===== src/rtl/uart_rx_byte.sv =====
// uart_rx_byte: 8N1 UART receiver, LSB first.
// Turns the raw serial line into whole bytes with a one-cycle valid strobe,
// flags framing errors and reports when a frame is in progress.
module uart_rx_byte #(
  parameter int CLKS_PER_BIT = 10417
) (
  input  logic       clk,
  input  logic       rst_n,
  input  logic       uart_in,
  output logic [7:0] rx_data,
  output logic       rx_valid,
  output logic       frame_err,
  output logic       busy
);

  localparam int CNT_W = (CLKS_PER_BIT > 1) ? $clog2(CLKS_PER_BIT) : 1;
  localparam logic [CNT_W-1:0] FULL_LAST = CNT_W'(CLKS_PER_BIT - 1);
  localparam logic [CNT_W-1:0] HALF_LAST = CNT_W'(CLKS_PER_BIT / 2 - 1);

  typedef enum logic [2:0] {
    S_IDLE  = 3'd0,
    S_START = 3'd1,
    S_DATA  = 3'd2,
    S_STOP  = 3'd3,
    S_BREAK = 3'd4
  } state_t;

  state_t           state_q, state_d;
  logic             sync1_q, sync2_q;
  logic             rx_s;
  logic [CNT_W-1:0] cnt_q, cnt_d;
  logic [2:0]       bitidx_q, bitidx_d;
  logic [7:0]       shift_q, shift_d;
  logic [7:0]       rx_data_q, rx_data_d;
  logic             rx_valid_q, rx_valid_d;
  logic             frame_err_q, frame_err_d;
  logic             busy_q, busy_d;

  // Only the second synchroniser stage may feed the receive logic.
  assign rx_s = sync2_q;

  // Next-state and next-output computation for the receive state machine.
  always_comb begin
    state_d     = state_q;
    cnt_d       = cnt_q;
    bitidx_d    = bitidx_q;
    shift_d     = shift_q;
    rx_data_d   = rx_data_q;
    rx_valid_d  = 1'b0;
    frame_err_d = 1'b0;

    case (state_q)
      S_IDLE: begin
        if (rx_s == 1'b0) begin
          state_d = S_START;
          cnt_d   = '0;
        end else begin
          cnt_d   = '0;
        end
      end

      S_START: begin
        if (cnt_q == HALF_LAST) begin
          cnt_d    = '0;
          bitidx_d = 3'd0;
          if (rx_s == 1'b0) begin
            state_d = S_DATA;
          end else begin
            // Line went back high before mid start bit: treat as a glitch.
            state_d = S_IDLE;
          end
        end else begin
          cnt_d = cnt_q + CNT_W'(1);
        end
      end

      S_DATA: begin
        if (cnt_q == FULL_LAST) begin
          cnt_d   = '0;
          // Right shift so the first received bit ends up in bit 0.
          shift_d = {rx_s, shift_q[7:1]};
          if (bitidx_q == 3'd7) begin
            state_d = S_STOP;
          end else begin
            bitidx_d = bitidx_q + 3'd1;
          end
        end else begin
          cnt_d = cnt_q + CNT_W'(1);
        end
      end

      S_STOP: begin
        if (cnt_q == FULL_LAST) begin
          cnt_d = '0;
          if (rx_s == 1'b1) begin
            rx_data_d  = shift_q;
            rx_valid_d = 1'b1;
            // Returning to IDLE at mid stop bit leaves half a bit to catch
            // a back-to-back start edge.
            state_d    = S_IDLE;
          end else begin
            frame_err_d = 1'b1;
            state_d     = S_BREAK;
          end
        end else begin
          cnt_d = cnt_q + CNT_W'(1);
        end
      end

      S_BREAK: begin
        // Wait out a held-low line so it reports only one framing error.
        cnt_d = '0;
        if (rx_s == 1'b1) begin
          state_d = S_IDLE;
        end else begin
          state_d = S_BREAK;
        end
      end

      default: begin
        state_d = S_IDLE;
        cnt_d   = '0;
      end
    endcase

    busy_d = (state_d != S_IDLE);
  end

  // All state, synchroniser and registered outputs.
  always_ff @(posedge clk or negedge rst_n) begin
    if (!rst_n) begin
      sync1_q     <= 1'b1;
      sync2_q     <= 1'b1;
      state_q     <= S_IDLE;
      cnt_q       <= '0;
      bitidx_q    <= 3'd0;
      shift_q     <= 8'h00;
      rx_data_q   <= 8'h00;
      rx_valid_q  <= 1'b0;
      frame_err_q <= 1'b0;
      busy_q      <= 1'b0;
    end else begin
      sync1_q     <= uart_in;
      sync2_q     <= sync1_q;
      state_q     <= state_d;
      cnt_q       <= cnt_d;
      bitidx_q    <= bitidx_d;
      shift_q     <= shift_d;
      rx_data_q   <= rx_data_d;
      rx_valid_q  <= rx_valid_d;
      frame_err_q <= frame_err_d;
      busy_q      <= busy_d;
    end
  end

  assign rx_data   = rx_data_q;
  assign rx_valid  = rx_valid_q;
  assign frame_err = frame_err_q;
  assign busy      = busy_q;

endmodule


===== config.mk =====
export PLATFORM = sky130hd
export DESIGN_NAME = uart_rx_byte
export DESIGN_NICKNAME = d
export VERILOG_FILES = /design/src/rtl/uart_rx_byte.sv
export SDC_FILE = /design/constraint.sdc
export NUM_CORES = 1
export LEC_CHECK = 0
export ABC_AREA = 1
export BUFFER_PORTS_ARGS = -buffer_cell sky130_fd_sc_hd__buf_2
export CAP_MARGIN = 20
export CELL_PAD_IN_SITES_DETAIL_PLACEMENT = 0
export CELL_PAD_IN_SITES_GLOBAL_PLACEMENT = 1
export CORE_MARGIN = 2
export CORE_UTILIZATION = 48
export CTS_CLUSTER_DIAMETER = 30
export DETAILED_ROUTE_END_ITERATION = 10
export GPL_TIMING_DRIVEN = 0
export PLACE_DENSITY = 0.85
export SLEW_MARGIN = 20
export SYNTH_ARGS = -nofsm -noshare
export SYNTH_HDL_FRONTEND = slang
export SYNTH_SLANG_ARGS = --single-unit

===== constraint.sdc =====
create_clock -name clk -period 3.8 [get_ports clk]
set_input_delay 0.57 -clock clk [delete_from_list [all_inputs] [get_ports clk]]
set_output_delay 0.57 -clock clk [all_outputs]
set_load 0.1 [all_outputs]

; ---- Yosys cells after proc, flatten, opt, wreduce, memory -nomap -nowiden
; Index checks and enable logic that the tools add are counted.
[op_classes]
addsub = 2
n_eq_ne = 10
mux = 21
n_reduce_logical = 7
[op_table]
columns = op, count
row1 = 2-to-1 mux 14 bit, 2
row2 = case mux 14 bit (2 select lines), 1
row3 = 2-to-1 mux 3 bit, 9
row4 = case mux 3 bit (5 select lines), 1
row5 = adder 14 x 1 -> 14 bit (second input constant), 1
row6 = == test 14 x 13 -> 1 bit (second input constant), 1
row7 = == test 14 bit (second input constant), 1
row8 = == test 3 x 2 -> 1 bit (second input constant), 2
row9 = == test 3 bit (second input constant), 2
row10 = 2-to-1 mux 1 bit, 6
row11 = inequality test 2 bit (second input constant), 3
row12 = case mux 3 bit (2 select lines), 1
row13 = AND reduction 4 bit, 1
row14 = adder 3 x 1 -> 3 bit (second input constant), 1
row15 = == test 3 x 1 -> 1 bit (second input constant), 1
row16 = zero test 3 bit, 1
row17 = AND reduction 3 bit, 1
row18 = nonzero test 3 bit, 1
row19 = 2-to-1 mux 2 bit, 1
row20 = AND reduction 2 bit, 1
row21 = nonzero test 2 bit, 1
row22 = OR reduction 2 bit, 1
[totals]
regBits = 41
input_bits = 3
out_inout_bits = 11
wordCells = 50

; ---- Longest topological paths before layout
; Gate-level depths: netlist (run 1).
[logic_depth]
ltp_word = 5
mapped_depth = 11
depth_no_buf = 10

; ---- Worst setup path after synthesis (run 1)
; OpenSTA, ideal clock, no wires.
[synth_timing]
path_type = reg2reg
startpoint = reg cnt_q[0]
endpoint = reg shift_q[5]
setup_time_ps = 118
arrival_time_ps = 1375
slack_ps = 2307
path_stages_with_launch = 11
cell_sequence = dfrtp_1 inv_1 ha_1 inv_1 nor3_1 nand2_1 nor2_2 nand2_2 buf_6 nand2_2 o21ai_2
[synth_between]
elab_chain_cells = 2
[synth_lines]
columns = element, line_no
row1 = start: declaration, 31  ; logic [CNT_W-1:0] cnt_q, cnt_d;
row2 = start signal: assignment, 146  ; cnt_q <= cnt_d;
row3 = == test 14 bit, 78  ; if (cnt_q == FULL_LAST) begin
row4 = AND reduction 2 bit (no source line), --
row5 = end signal: assignment, 148  ; shift_q <= shift_d;
row6 = end: declaration, 33  ; logic [7:0] shift_q, shift_d;
; Every way passes these cells.
; A chain may end at the register's enable or synchronous reset.

; ---- Worst setup path in the final report (run 1)
; Ends and elaborated chain as after synthesis.

==> results of run 1 <==
==> metal layers <==
metal  vias up  wire, um
li1        851         -
met1       757      2020
met2        16      1860
met3         7       133
met4         0        74
met5         -         0
==> cells in the mapped netlist <==
master | n | area, um^2
a21oi_1 | 2 | 10.0
and3_1 | 1 | 6.26
buf_4 | 1 | 7.51
buf_6 | 3 | 33.8
dfrtp_1 | 39 | 976
dfstp_2 | 2 | 52.6
ha_1 | 4 | 50.1
inv_1 | 33 | 124
inv_2 | 7 | 26.3
nand2_1 | 59 | 221
nand2_2 | 9 | 56.3
nand3_1 | 18 | 90.1
nand3_2 | 1 | 10.0
nand4_1 | 9 | 56.3
nor2_1 | 29 | 109
nor2_2 | 10 | 62.6
nor2_4 | 1 | 11.3
nor3_1 | 7 | 35.0
nor3_2 | 2 | 20.0
o21ai_0 | 2 | 10.0
o21ai_1 | 1 | 5.00
o21ai_2 | 15 | 131
o21bai_1 | 1 | 7.51
xor2_1 | 3 | 26.3
==> how the worst min path moves through the flow <==
stage             from  slack, ns          end
2_1_floorplan    rst_n       0.27  bitidx_q[0]
3_3_place_gp   sync1_q       0.35         rx_s
3_5_place_dp   sync1_q       0.36         rx_s
4_1_cts        uart_in       0.36      sync1_q
5_1_grt        uart_in       0.35      sync1_q
6_report       sync1_q       0.37         rx_s
==> flip-flops by register name, summed over array words and instances (netlist names), 3 cells and up <==
register	count
cnt_q	14
rx_data	8
shift_q	8
bitidx_q	3
state_q	3
==> worst register-to-register path: cells and delay by family, from the launching register on <==
| family | cells | cell delay, ns |
|---|---|---|
| adders and majority gates | 1 | 0.21 |
| buffers and inverters | 3 | 0.38 |
| DFF | 1 | 0.40 |
| AOI/OAI and AO/OA | 1 | 0.05 |
| and+or+nand+nor | 5 | 0.64 |
==> report_power, final <==
part	internal, mW	switching, mW	leakage, nW
registers	0.438	0.000951	0.546
logic	0.000956	0.00915	0.588
clock network	0.147	0.154	0.0512
total	0.586	0.164	1.19
==> cell families after synthesis <==
group                    after synthesis  synth area share
AO/OA/AOI/OAI                         21            0.0767
XOR/XNOR                               3            0.0123
AND/OR/NAND/NOR                      146             0.317
flip-flops                            41             0.481
buffers and inverters                 44            0.0895
adder cells (fa/ha/maj)                4            0.0234
==> area by class of cell <==
type                            instances  share of cell area
Buffer                                  4              0.0175
Clock buffer                            6              0.0349
Clock inverter                          2             0.00582
Inverter                               40              0.0635
Multi-Input combinational cell        174               0.388
Sequential cell                        41               0.435
Tap cell                               52              0.0275
Timing Repair Buffer                   13              0.0275
==> flow_summary.ini, run 1 <==
[worst_setup_path]
r2r_slack_ns = 2.03
required_ns = 3.99
reg2reg_from = cnt_q[0]
r2r_cells = 10
cp_top_family = simple AND/OR/NAND/NOR gates
critPathArrivalTime_ns = 1.95
critPathBufInv = 3
cp_num_cells = 10
critPathLaunch = cnt_q[0]
max_stage_delay_ns = 0.40
crit_path_start_kind = register
critPathSlowestCell = dfrtp_1
endpoint = shift_q[5]
critical_path.cell_chain = inv_1 > ha_1 > inv_1 > nor3_1 > nand2_1 > nor2_2 > nand2_2 > buf_6 > nand2_2 > o21ai_2
criticalPathCategory = register to register
rr_endpoint = shift_q[5]
cp-end-kind = register
critPathMaxFanout = 10

[die]
core-area_mm2 = 0.00432
io_pins = 14
num_rows = 24
die_x_um = 70.7
die-area_mm2 = 0.00500
die_h_um = 70.7
start_util = 0.495

[finish]
final_common_cell = nand2_1
seqCellArea_mm2 = 0.00103
n_fill_cell = 425
nets = 286
multi_input_area_um2 = 918
num_antenna_cells = 0
syn_to_final_growth_pct = 10.6
finalNonFillerCells = 332
layout.cells.most_common_list = 59 x nand2_1, 39 x dfrtp_1, 33 x inv_1
layout-drive-gt1-share = 0.257
fin_util = 0.547
fin_area_mm2 = 0.00236

[sta]
clock.fmax_ghz = 0.566
finalSetupViolCount = 0
finalCriticalPeriod_ns = 1.77
period_share = 0.465
max_slew_margin = 0.405
setup_ws_ns = 2.03
worst_pin_slew_ns = 0.892
tns_ns = 0
whs_ns = 0.368
rsz0062_at_grt = no
final_max_slew_viol_count = 0
hold_viol_final = 0
clock_skew_ns = 0.00713

[grt]
gr-usage-met1 = 0.272
grt_antenna_before_repair = 0
grt_pass1_vias = 1560
use_met2 = 0.285
overflow = 0
busiest_layer = met2
globalRouteMet3Util = 0.0470
grt_usage = 0.192
grt_pass1_wl_um = 7420
grt_max_degree = 42

[synthesis]
synth_cell_types = 24
syn_area_per_cell_um2 = 8.26
yosys_warnings = 0
synth_area_mm2 = 0.00214
yosysSeqAreaShare = 0.481
synthesis.nets = 266
syn_inst = 259
synth-seq-cells = 41

[route]
viasPerCell = 4.91
num_vias = 1631
wl_per_cell_um = 12.3
drtIter0Drc = 89
wl_um = 4090
drt-pass1-iter-count = 5
postRouteAntennaNets = 0
drc = 0

[placed_design]
port_buffers = 13
dpl.cell_count = 324
gp_routability_congestion = 0.809
dpl_worst_slack_ns = 2.05
dp_hpwl_um = 3060
dpl-instance-area_mm2 = 0.00227

[hold_path]
hp-class = register to register
worstHoldPathCells = 0

[clocking]
cts_tree = yes
cts.hold.buffers_added = 0
clock_path_buffers = 2
cts.sink_count = 41
path_clk_slew_ns = 0.08
cts_setup_buffers = 0
cts-root-buf = clkbuf_8
clock_latency_ns = 0.30
cts_resized = 0
cts-htree-levels = 2
cts_buffers = 5

[flow_run]
cap_violations = 0

[power_and_ir_drop]
total_leakage_power_nw = 1.19
p_per_area_mw_per_mm2 = 317
ir_drop_mv = 0.179
finalPower_mw = 0.750

[status]
outcome = finished, final reports clean
Note: power is estimated with default switching activity, not from simulation.
==> inputs of run 2 (changes only) <==
--- a/config.mk
+++ b/config.mk
@@ -5,7 +5,7 @@
 export SDC_FILE = /design/constraint.sdc
 export NUM_CORES = 1
 export LEC_CHECK = 0
-export ABC_AREA = 1
+export ABC_AREA = 0
 export BUFFER_PORTS_ARGS = -buffer_cell sky130_fd_sc_hd__buf_2
 export CAP_MARGIN = 20
 export CELL_PAD_IN_SITES_DETAIL_PLACEMENT = 0
@@ -15,7 +15,7 @@
 export CTS_CLUSTER_DIAMETER = 30
 export DETAILED_ROUTE_END_ITERATION = 10
 export GPL_TIMING_DRIVEN = 0
-export PLACE_DENSITY = 0.85
+export PLACE_DENSITY = 0.8
 export SLEW_MARGIN = 20
 export SYNTH_ARGS = -nofsm -noshare
 export SYNTH_HDL_FRONTEND = slang
==> constraint.sdc (replaced) <==
create_clock -name clk -period 1.85 [get_ports clk]
set_input_delay 0.2775 -clock clk [delete_from_list [all_inputs] [get_ports clk]]
set_output_delay 0.2775 -clock clk [all_outputs]
set_load 0.1 [all_outputs]
==> flow_summary.ini, run 2 <==
[finish]
num_antenna_cells = 0
largest_reg_flops = 14
nets = 192
final_common_cell = dfrtp_1
n_fill_cell = 327
fin_area_mm2 = 0.00222
syn_to_final_growth_pct = 15.5
layout.cells.most_common_list = 39 x dfrtp_1, 18 x nor2_1, 16 x mux2_2
layout-drive-gt1-share = 0.323
largest-register = cnt_q

[clocking]
cts.hold.buffers_added = 0
cts.sink_count = 41
cts-root-buf = clkbuf_8
cts-htree-levels = 2
clock_latency_ns = 0.29
clock_path_buffers = 2
path_clk_slew_ns = 0.08
cts_tree = yes
cts_buffers = 5

[synthesis]
ys.flop_type = dfrtp_1
syn_inst = 161
synth_top_area_share = 0.509
synth_most_common_cell = dfrtp_1
syn_area_per_cell_um2 = 11.9
yosysSeqAreaShare = 0.536
synthTopCellsByCount = 39 x dfrtp_1, 18 x nor2_1, 16 x mux2_2
async_reset_ff_frac = 1.00
yosys_warnings = 0
synth.area.top_cells = dfrtp_1 51%, mux2_2 9.4%, xnor2_1 4.1%, nor2_1 3.5%, dfstp_2 2.7%
yosysTopAreaCell = dfrtp_1
synthesis.nets = 168
synth_edf_count = 0
synth_area_mm2 = 0.00192
synth-seq-cells = 41
synth_cell_types = 39

[sta]
rsz0062_at_grt = yes
finalCriticalPeriod_ns = 1.84
finalSetupViolCount = 0
tns_ns = 0
clock.fmax_ghz = 0.544
worst_pin_slew_ns = 0.893
period_share = 0.994
hold_viol_final = 0
final_max_slew_viol_count = 0
clock_skew_ns = 0.0110
setup_ws_ns = 0.0108
max_slew_margin = 0.405

[worst_setup_path]
critPathArrivalTime_ns = 2.01
reg2reg_from = cnt_q[12]
critPathMaxFanout = 10
required_ns = 2.02
critPathLaunch = cnt_q[12]
criticalPathCategory = register to register
crit_path_start_kind = register
cp-end-kind = register

[power_and_ir_drop]
p_comb_frac = 0.012
total_leakage_power_nw = 1.04
power_switching_mw = 0.336
finalPower_mw = 1.64
p_sw_frac = 0.205
p_seq_frac = 0.549
p_int_mw = 1.31
p_per_area_mw_per_mm2 = 741
ir_drop_mv = 0.498
clkPwrFrac = 0.438

[route]
postRouteAntennaNets = 0
num_vias = 1293
drc = 0
drtIter0Drc = 84
wl_per_cell_um = 14.6
drt-pass1-iter-count = 4
viasPerCell = 5.53
wl_um = 3420

[die]
die_x_um = 67.2
die_h_um = 67.2
io_pins = 14
die-area_mm2 = 0.00452
num_rows = 22
start_util = 0.512
core-area_mm2 = 0.00374

[placed_design]
dp_hpwl_um = 2390
gp_routability_congestion = 0.804
port_buffers = 13
dpl-instance-area_mm2 = 0.00204
dpl_worst_slack_ns = -0.174

[hold_path]
hold_start = uart_in
hp-class = input pin to register

[grt]
grt_pass1_wl_um = 6150
grt_pass1_vias = 1338
grt_max_degree = 42
overflow = 0
grt_antenna_before_repair = 0
grt_usage = 0.186

[status]
outcome = finished, final reports clean

[flow_run]
cap_violations = 0
## run 2: cell types whose count changed after synthesis, sizes merged, moves of 9 or more
cell	before	now
nand3	19	3
xnor2	0	9
inv	40	10
nand2	68	7
o21ai	18	3
nor2	40	18
mux2	0	16
## run 2: worst paths after layout
check | to | slack (ns) | cells past startpoint
setup / recovery | cnt_q[4] | 0.01 | 5
hold / removal | sync1_q | 0.09 | 1
setup reg to reg | cnt_q[4] | 0.01 | 5
hold reg to reg | rx_s | 0.36 | 0
max in group asynchronous | rx_data[4] | 1.18 | 1
min in group asynchronous | state_q[1] | 0.10 | 1
## run 2: cell type report
| cell class | instances | area (um^2) | share of cell area |
|---|---|---|---|
| Clock inverter | 3 | 46.3 | 0.0209 |
| Inverter | 10 | 37.5 | 0.0169 |
| Sequential cell | 41 | 1030 | 0.464 |
| Multi-Input combinational cell | 107 | 841 | 0.379 |
| Clock buffer | 5 | 68.8 | 0.0311 |
| Tap cell | 48 | 60.1 | 0.0271 |
| Buffer | 3 | 13.8 | 0.00621 |
| Timing Repair Buffer | 17 | 120 | 0.0542 |
## run 2: kinds of logic after synthesis
family          Yosys count  share of synthesized area
fa+ha+maj                 4                     0.0261
buf+inv                  13                     0.0294
mux                      18                      0.104
flops                    41                      0.536
xor+xnor                 11                     0.0502
compound gates           17                     0.0646
simple gates             57                      0.189
## run 2: routing by layer
metal	up-vias	part of all wire	wire length, um	GRT usage
met5	-	0	0	0
met4	0	0.0082	28	0.0918
met3	2	0.037	126	0.0400
met2	26	0.49	1680	0.301
met1	646	0.46	1580	0.237
li1	619	-	-	-
## run 2: power groups by stage
stage / combinational (mW) / clock (mW) / sequential, mW
after floorplan: 0.00200 / 0 / 0.919
after detailed placement: 0.0223 / 0 / 0.920
final: 0.0204 / 0.719 / 0.902
after global routing: 0.0245 / 0.787 / 0.903
after global placement: 0.0213 / 0 / 0.920
after CTS: 0.0221 / 0.751 / 0.902
## run 2: metrics by stage
stage                util  cells  hold slack, ns
floorplan               -    161         -0.0181
global placement    0.546    222           0.348
detailed placement  0.546    222           0.349
CTS                 0.592    234          0.0727
global route        0.592    234          0.0708
finish              0.592    234          0.0857
## run 2: critical path, stage by stage (launching register included)
cell and delay (ns):
dfrtp_1 0.43, nor4bb_1 0.40, a41oi_1 0.24, o21bai_2 0.30, buf_2 0.28, nor2_1 0.08
## run 2: timing repair
action	4_1_cts	5_1_grt
setup endpoints to repair	28	29
cloned	0	0
setup buffers	4	0
endpoints found under the hold margin	0	0
gates resized for setup	1	3
pin swaps	2	2
